**src/rtl/if_stage_bpred.sv**
```systemverilog
// RV32I fetch stage: PC, IF/ID register and a direct-mapped BTB
// with 2-bit saturating counters for next-PC prediction.
module if_stage_bpred #(
  parameter logic [31:0] RESET_PC    = 32'h0000_0000,
  parameter int          BTB_ENTRIES = 16,
  parameter logic [31:0] NOP_INSTR   = 32'h0000_0013
) (
  input  logic        clk,
  input  logic        rst,
  output logic [31:0] imem_addr,
  input  logic [31:0] imem_rdata,
  input  logic        stall,
  input  logic        redirect_valid,
  input  logic [31:0] redirect_pc,
  input  logic        upd_valid,
  input  logic [31:0] upd_pc,
  input  logic        upd_taken,
  input  logic [31:0] upd_target,
  output logic        if_id_valid,
  output logic [31:0] if_id_instr,
  output logic [31:0] if_id_pc,
  output logic        if_id_pred_taken,
  output logic [31:0] if_id_pred_target
);

  localparam int IDX = $clog2(BTB_ENTRIES);
  localparam int TW  = 30 - IDX;

  logic [31:0] r_pc;
  logic        r_valid;
  logic [31:0] r_instr;
  logic [31:0] r_ipc;
  logic        r_ptaken;
  logic [31:0] r_ptgt;

  logic [BTB_ENTRIES-1:0] r_bv;
  logic [TW-1:0]          r_tag [BTB_ENTRIES];
  logic [29:0]            r_tgt [BTB_ENTRIES];
  logic [1:0]             r_ctr [BTB_ENTRIES];

  logic [IDX-1:0] w_idx;
  logic [TW-1:0]  w_tag;
  logic           w_hit;
  logic           w_ptaken;
  logic [31:0]    w_pnext;
  logic [IDX-1:0] w_uidx;
  logic [TW-1:0]  w_utag;
  logic           w_uhit;
  logic [1:0]     w_uctr;
  logic           w_unused;

  assign w_idx    = r_pc[IDX+1:2];
  assign w_tag    = r_pc[31:IDX+2];
  assign w_hit    = r_bv[w_idx] && (r_tag[w_idx] == w_tag);
  assign w_ptaken = w_hit && r_ctr[w_idx][1];
  assign w_pnext  = w_ptaken ? {r_tgt[w_idx], 2'b00}
                             : r_pc + 32'd4;

  assign w_uidx   = upd_pc[IDX+1:2];
  assign w_utag   = upd_pc[31:IDX+2];
  assign w_uhit   = r_bv[w_uidx] && (r_tag[w_uidx] == w_utag);
  assign w_uctr   = r_ctr[w_uidx];
  assign w_unused = ^{redirect_pc[1:0], upd_pc[1:0],
                      upd_target[1:0]};

  assign imem_addr         = r_pc;
  assign if_id_valid       = r_valid;
  assign if_id_instr       = r_instr;
  assign if_id_pc          = r_ipc;
  assign if_id_pred_taken  = r_ptaken;
  assign if_id_pred_target = r_ptgt;

  // Redirect flushes IF/ID even when the hazard unit is stalling.
  always_ff @(posedge clk) begin
    if (rst) begin
      r_pc     <= RESET_PC;
      r_valid  <= 1'b0;
      r_instr  <= NOP_INSTR;
      r_ipc    <= 32'd0;
      r_ptaken <= 1'b0;
      r_ptgt   <= 32'd0;
    end else if (redirect_valid) begin
      r_pc    <= {redirect_pc[31:2], 2'b00};
      r_valid <= 1'b0;
      r_instr <= NOP_INSTR;
    end else if (!stall) begin
      r_pc     <= w_pnext;
      r_valid  <= 1'b1;
      r_instr  <= imem_rdata;
      r_ipc    <= r_pc;
      r_ptaken <= w_ptaken;
      r_ptgt   <= w_pnext;
    end
  end

  // Lookup reads the registered entry, so a same-index update is not seen.
  always_ff @(posedge clk) begin
    if (rst) begin
      for (int i = 0; i < BTB_ENTRIES; i++) begin
        r_bv[i]  <= 1'b0;
        r_ctr[i] <= 2'b01;
      end
    end else if (upd_valid) begin
      if (w_uhit) begin
        if (upd_taken) begin
          if (w_uctr != 2'b11) r_ctr[w_uidx] <= w_uctr + 2'b01;
          r_tgt[w_uidx] <= upd_target[31:2];
        end else if (w_uctr != 2'b00) begin
          r_ctr[w_uidx] <= w_uctr - 2'b01;
        end
      end else if (upd_taken) begin
        r_bv[w_uidx]  <= 1'b1;
        r_tag[w_uidx] <= w_utag;
        r_tgt[w_uidx] <= upd_target[31:2];
        r_ctr[w_uidx] <= 2'b10;
      end
    end
  end

endmodule

```
**config.mk**
```make
export PLATFORM = sky130hd
export DESIGN_NAME = if_stage_bpred
export DESIGN_NICKNAME = d
export VERILOG_FILES = /design/src/rtl/if_stage_bpred.sv
export SDC_FILE = /design/constraint.sdc
export NUM_CORES = 1
export LEC_CHECK = 0
export ABC_AREA = 0
export CORE_ASPECT_RATIO = 0.9
export CORE_MARGIN = 5
export CORE_UTILIZATION = 25
export DETAILED_ROUTE_END_ITERATION = 12
export SLEW_MARGIN = 20
export SYNTH_ARGS = -nofsm -noshare
export SYNTH_HDL_FRONTEND = slang
export SYNTH_SLANG_ARGS = --single-unit
export TNS_END_PERCENT = 50
```
**constraint.sdc**
```tcl
create_clock -name clk -period 10.5 [get_ports clk]
set_input_delay 2.1 -clock clk [delete_from_list [all_inputs] [get_ports clk]]
set_output_delay 2.1 -clock clk [all_outputs]
set_load 0.01 [all_outputs]
```
==> impl_metrics.py <==
metrics = {
    "detailed_routing": {
        "ant_nets": 0,
        "wl_um": 141000,
        "drtIter0Drc": 2640,
        "via_count": 26500,
        "route.detailed.drc": 0,
        "wl_per_cell_um": 26.2,
        "vias_per_cell": 4.93,
        "drtPass1Iterations": 8,
    },
    "power": {
        "vdd_drop_max_v": 0.000148,
        "powerDensity_nw_per_um2": 170,
        "post_route_total_power_mw": 9.40,
        "static_power_due_to_leakage_nw": 16.7,
    },
    "logic_synthesis": {
        "synth_fp_nets": 2753,
        "yosys.area.top_type_share_pct": 60.1,
        "synth-edff-count": 928,
        "synth_commonest_cells": "sky130_fd_sc_hd__edfxtp_1, sky130_fd_sc_hd__mux4_2, sky130_fd_sc_hd__nand2_1",
        "sequential_area_share_after_synthesis_pct": 66.6,
        "synthCells": 2618,
        "yosys_register_bits": 1078,
        "synth.area.top_cells": "sky130_fd_sc_hd__edfxtp_1, sky130_fd_sc_hd__mux4_2, sky130_fd_sc_hd__dfxtp_1",
        "synth.cell_area_um2": 46300,
        "mean_instance_size_in_the_synthesized_netlist_um2": 17.7,
        "synth_most_common_cell": "sky130_fd_sc_hd__edfxtp_1",
        "post-synth-top-area-cell": "sky130_fd_sc_hd__edfxtp_1",
        "netlist-cell-type-count": 60,
        "yosys_warnings": 0,
        "synth-async-reset-ratio_pct": 0,
        "synthFlopType": "sky130_fd_sc_hd__edfxtp_1",
    },
    "setup_path": {
        "setup.worst_path.class": "primary input to flip-flop",
        "timing.critical_path.slowest_stage_cell": "sky130_fd_sc_hd__nor3_1",
        "start_kind": "primary input",
        "path_max_fanout": 45,
        "cp_data_required_time_ns": 10.89,
        "cp-end-kind": "flip-flop",
        "cpPeakStageDelay_ns": 0.89,
        "r2r_cells": 8,
        "setup.reg_to_reg.worst_slack_ns": 5.21,
        "crit_path_cell_trace": "buf_4 > buf_4 > mux4_2 > mux4_2 > xnor2_1 > nand4_1 > nor3_1 > nand2_1 > nand3_2 > buf_4 > nor2_4 > buf_4",
        "critical-path-top-cell-by-count": "sky130_fd_sc_hd__buf_4",
        "cp_data_arrival_time_ns": 7.55,
    },
    "sta": {
        "holdWs_ns": 0.454,
        "final.setup.tns_ns": 0,
        "maxSlewHeadroom_pct": 23.3,
        "finalHoldViolations": 0,
        "max_freq_ghz": 0.140,
        "setup_viol": 0,
        "unrepaired_setup_endpoints_after_global_routing": "false",
        "worst_pin_slew_ns": 1.15,
        "post-route-worst-setup-slack_ns": 3.34,
        "period_needed_ns": 7.16,
        "finClkSkew_ns": 0.0751,
        "report.final.slew_viol_count": 0,
        "timing.final.crit_share_pct": 68.2,
    },
    "floorplanning": {
        "num_rows": 149,
        "fp.dieW_um": 464,
        "chipHeight_um": 418,
        "floorplan.die_area_um2": 194000,
        "floorplan.initialDensity_pct": 25.2,
        "placeableCoreArea_um2": 184000,
        "pin_count": 264,
    },
    "clocking": {
        "numCtsBuffers": 110,
        "clk_transition_reported_paths_ns": 0.06,
        "cts-root-buf": "sky130_fd_sc_hd__clkbuf_16",
        "cts_tree": "done",
        "postCtsSetupRepairBufs": 0,
        "cts-hold-fix-buffers": 0,
        "clk-insertion-delay-late_ns": 0.75,
        "cts.repair.resized": 0,
        "cts_num_sinks": 1078,
        "cts_htree_levels": 3,
        "clockBufferDepth": 3,
    },
    "run_status": {
        "status": "completed",
    },
    "finish": {
        "layout_cells_sized_above_1_pct": 23.6,
        "fillers": 18000,
        "final_area_um2": 55500,
        "finalNetCount": 2996,
        "syn2layout_area_growth_pct": 19.7,
    },
    "min_path": {
        "hold_crit_endpoint": "if_id_pred_target[1]$_SDFFE_PP0P_",
        "worstHoldPathType": "flip-flop to flip-flop",
        "whs_path_depth": 2,
        "hold_path_startpoint": "if_id_pred_target[1]$_SDFFE_PP0P_",
    },
    "job": {
        "max_cap_violations": 0,
    },
    "grt": {
        "antenna_found_initial": 26,
        "wire_length_of_the_first_global_routing_pass_um": 199000,
        "grt_remaining_overflow": 0,
        "grt_overall_usage_pct": 14.1,
        "first_global_vias": 26800,
        "maximum_number_of_pins_on_one_net_before_global_route_repair": 99,
    },
    "place": {
        "place_area_um2": 51900,
        "place_hpwl_um": 86700,
        "dp_worst_setup_slack_ns": 2.57,
        "io_buffers": 257,
        "place.gp.congestion": 0.818,
    },
}
==> metal layers <==
metal | vias up | track usage [%] | part of all wire, %
met1 | 14100 | 16.8 | 37
met2 | 1050 | 24.5 | 51
met4 | 8 | 7.73 | 5.9
li1 | 11200 | - | -
met3 | 262 | 2.27 | 5.8
met5 | - | 0 | 0.034
==> registers in the layout, summed over array words and instances (netlist names), named ones only <==
register,cells
r_tgt,480
r_tag,416
if_id_instr,32
if_id_pred_target,32
r_bv,16
imem_addr,32
if_id_pred_taken,1
r_ctr,32
if_id_valid,1
if_id_pc,32
==> cells in the final DEF, fill, tap and decap left out, types with 21 or more instances in the layout <==
cell type and instances:
sky130_fd_sc_hd__clkdlybuf4s50_1 250, sky130_fd_sc_hd__buf_4 74, sky130_fd_sc_hd__mux4_2 394, sky130_fd_sc_hd__a21oi_1 81, sky130_fd_sc_hd__edfxtp_1 928, sky130_fd_sc_hd__nand2_1 207, sky130_fd_sc_hd__xnor2_1 62, sky130_fd_sc_hd__clkbuf_16 111
sky130_fd_sc_hd__nor2_4 34, sky130_fd_sc_hd__or4_1 26, sky130_fd_sc_hd__o311ai_0 21, sky130_fd_sc_hd__clkinv_2 21, sky130_fd_sc_hd__inv_1 25, sky130_fd_sc_hd__o211ai_1 26, sky130_fd_sc_hd__o22ai_1 23, sky130_fd_sc_hd__nand4_1 30
sky130_fd_sc_hd__nand3_1 48, sky130_fd_sc_hd__mux2i_1 93, sky130_fd_sc_hd__dfxtp_1 146, sky130_fd_sc_hd__clkinv_1 29, sky130_fd_sc_hd__nor2_1 93
==> critical path: cells and delay by family <==
family                 cells  cell delay (ns)
multiplexers               2             0.92
buffers and inverters      4             1.93
XOR/XNOR                   1             0.28
AND/OR/NAND/NOR            5             2.20
==> cell families after synthesis <==
kind of cell,Yosys count,synth area share [%]
buffers and inverters,227,2.16
AO/OA/AOI/OAI,239,3.47
AND/OR/NAND/NOR,508,5.08
flip-flops,1078,66.6
XOR/XNOR,77,1.46
multiplexers,488,21.2
adder cells (fa/ha/maj),1,0.0270
==> stage by stage <==
| stage | util [%] | std cells |
|---|---|---|
| final | 30.2 | 5380 |
| after global routing | 30.2 | 5373 |
| after CTS | 30.1 | 5367 |
| after detailed placement | 28.2 | 5165 |
| after global placement | 28.2 | 5165 |
| after floorplan | - | 2618 |
==> area by class of cell <==
type / count / area (µm²) / area share [%]
clock buffer: 124 / 2830 / 5.10
tap: 2416 / 3020 / 5.45
inverter: 27 / 103 / 0.185
antenna: 13 / 32.5 / 0.0587
multi-input combinational: 1313 / 14700 / 26.6
clock inverter: 78 / 712 / 1.28
sequential: 1078 / 30900 / 55.7
timing repair buffer: 331 / 3130 / 5.65
==> worst max path at each step <==
stage	from	slack [ns]	to	cells past startpoint
2_1_floorplan	upd_pc[2]	4.10	r_tag[15][0]$_DFFE_PP_	12
3_5_place_dp	upd_pc[2]	2.57	r_tag[12][8]$_DFFE_PP_	13
3_3_place_gp	upd_pc[2]	2.66	r_tag[12][8]$_DFFE_PP_	13
4_1_cts	upd_pc[2]	3.32	r_tag[12][6]$_DFFE_PP_	13
5_1_grt	upd_pc[2]	3.10	r_tag[12][6]$_DFFE_PP_	13
6_report	upd_pc[3]	3.34	r_tag[12][6]$_DFFE_PP_	12
==> report_power, final <==
part           internal [mW]  switching [mW]  leakage, nW
sequential              4.70          0.0598         9.60
combinational          0.352           0.426         5.42
clock                   2.16            1.70         1.70
total                   7.21            2.19         16.7
(Power assumes the default switching activity.)
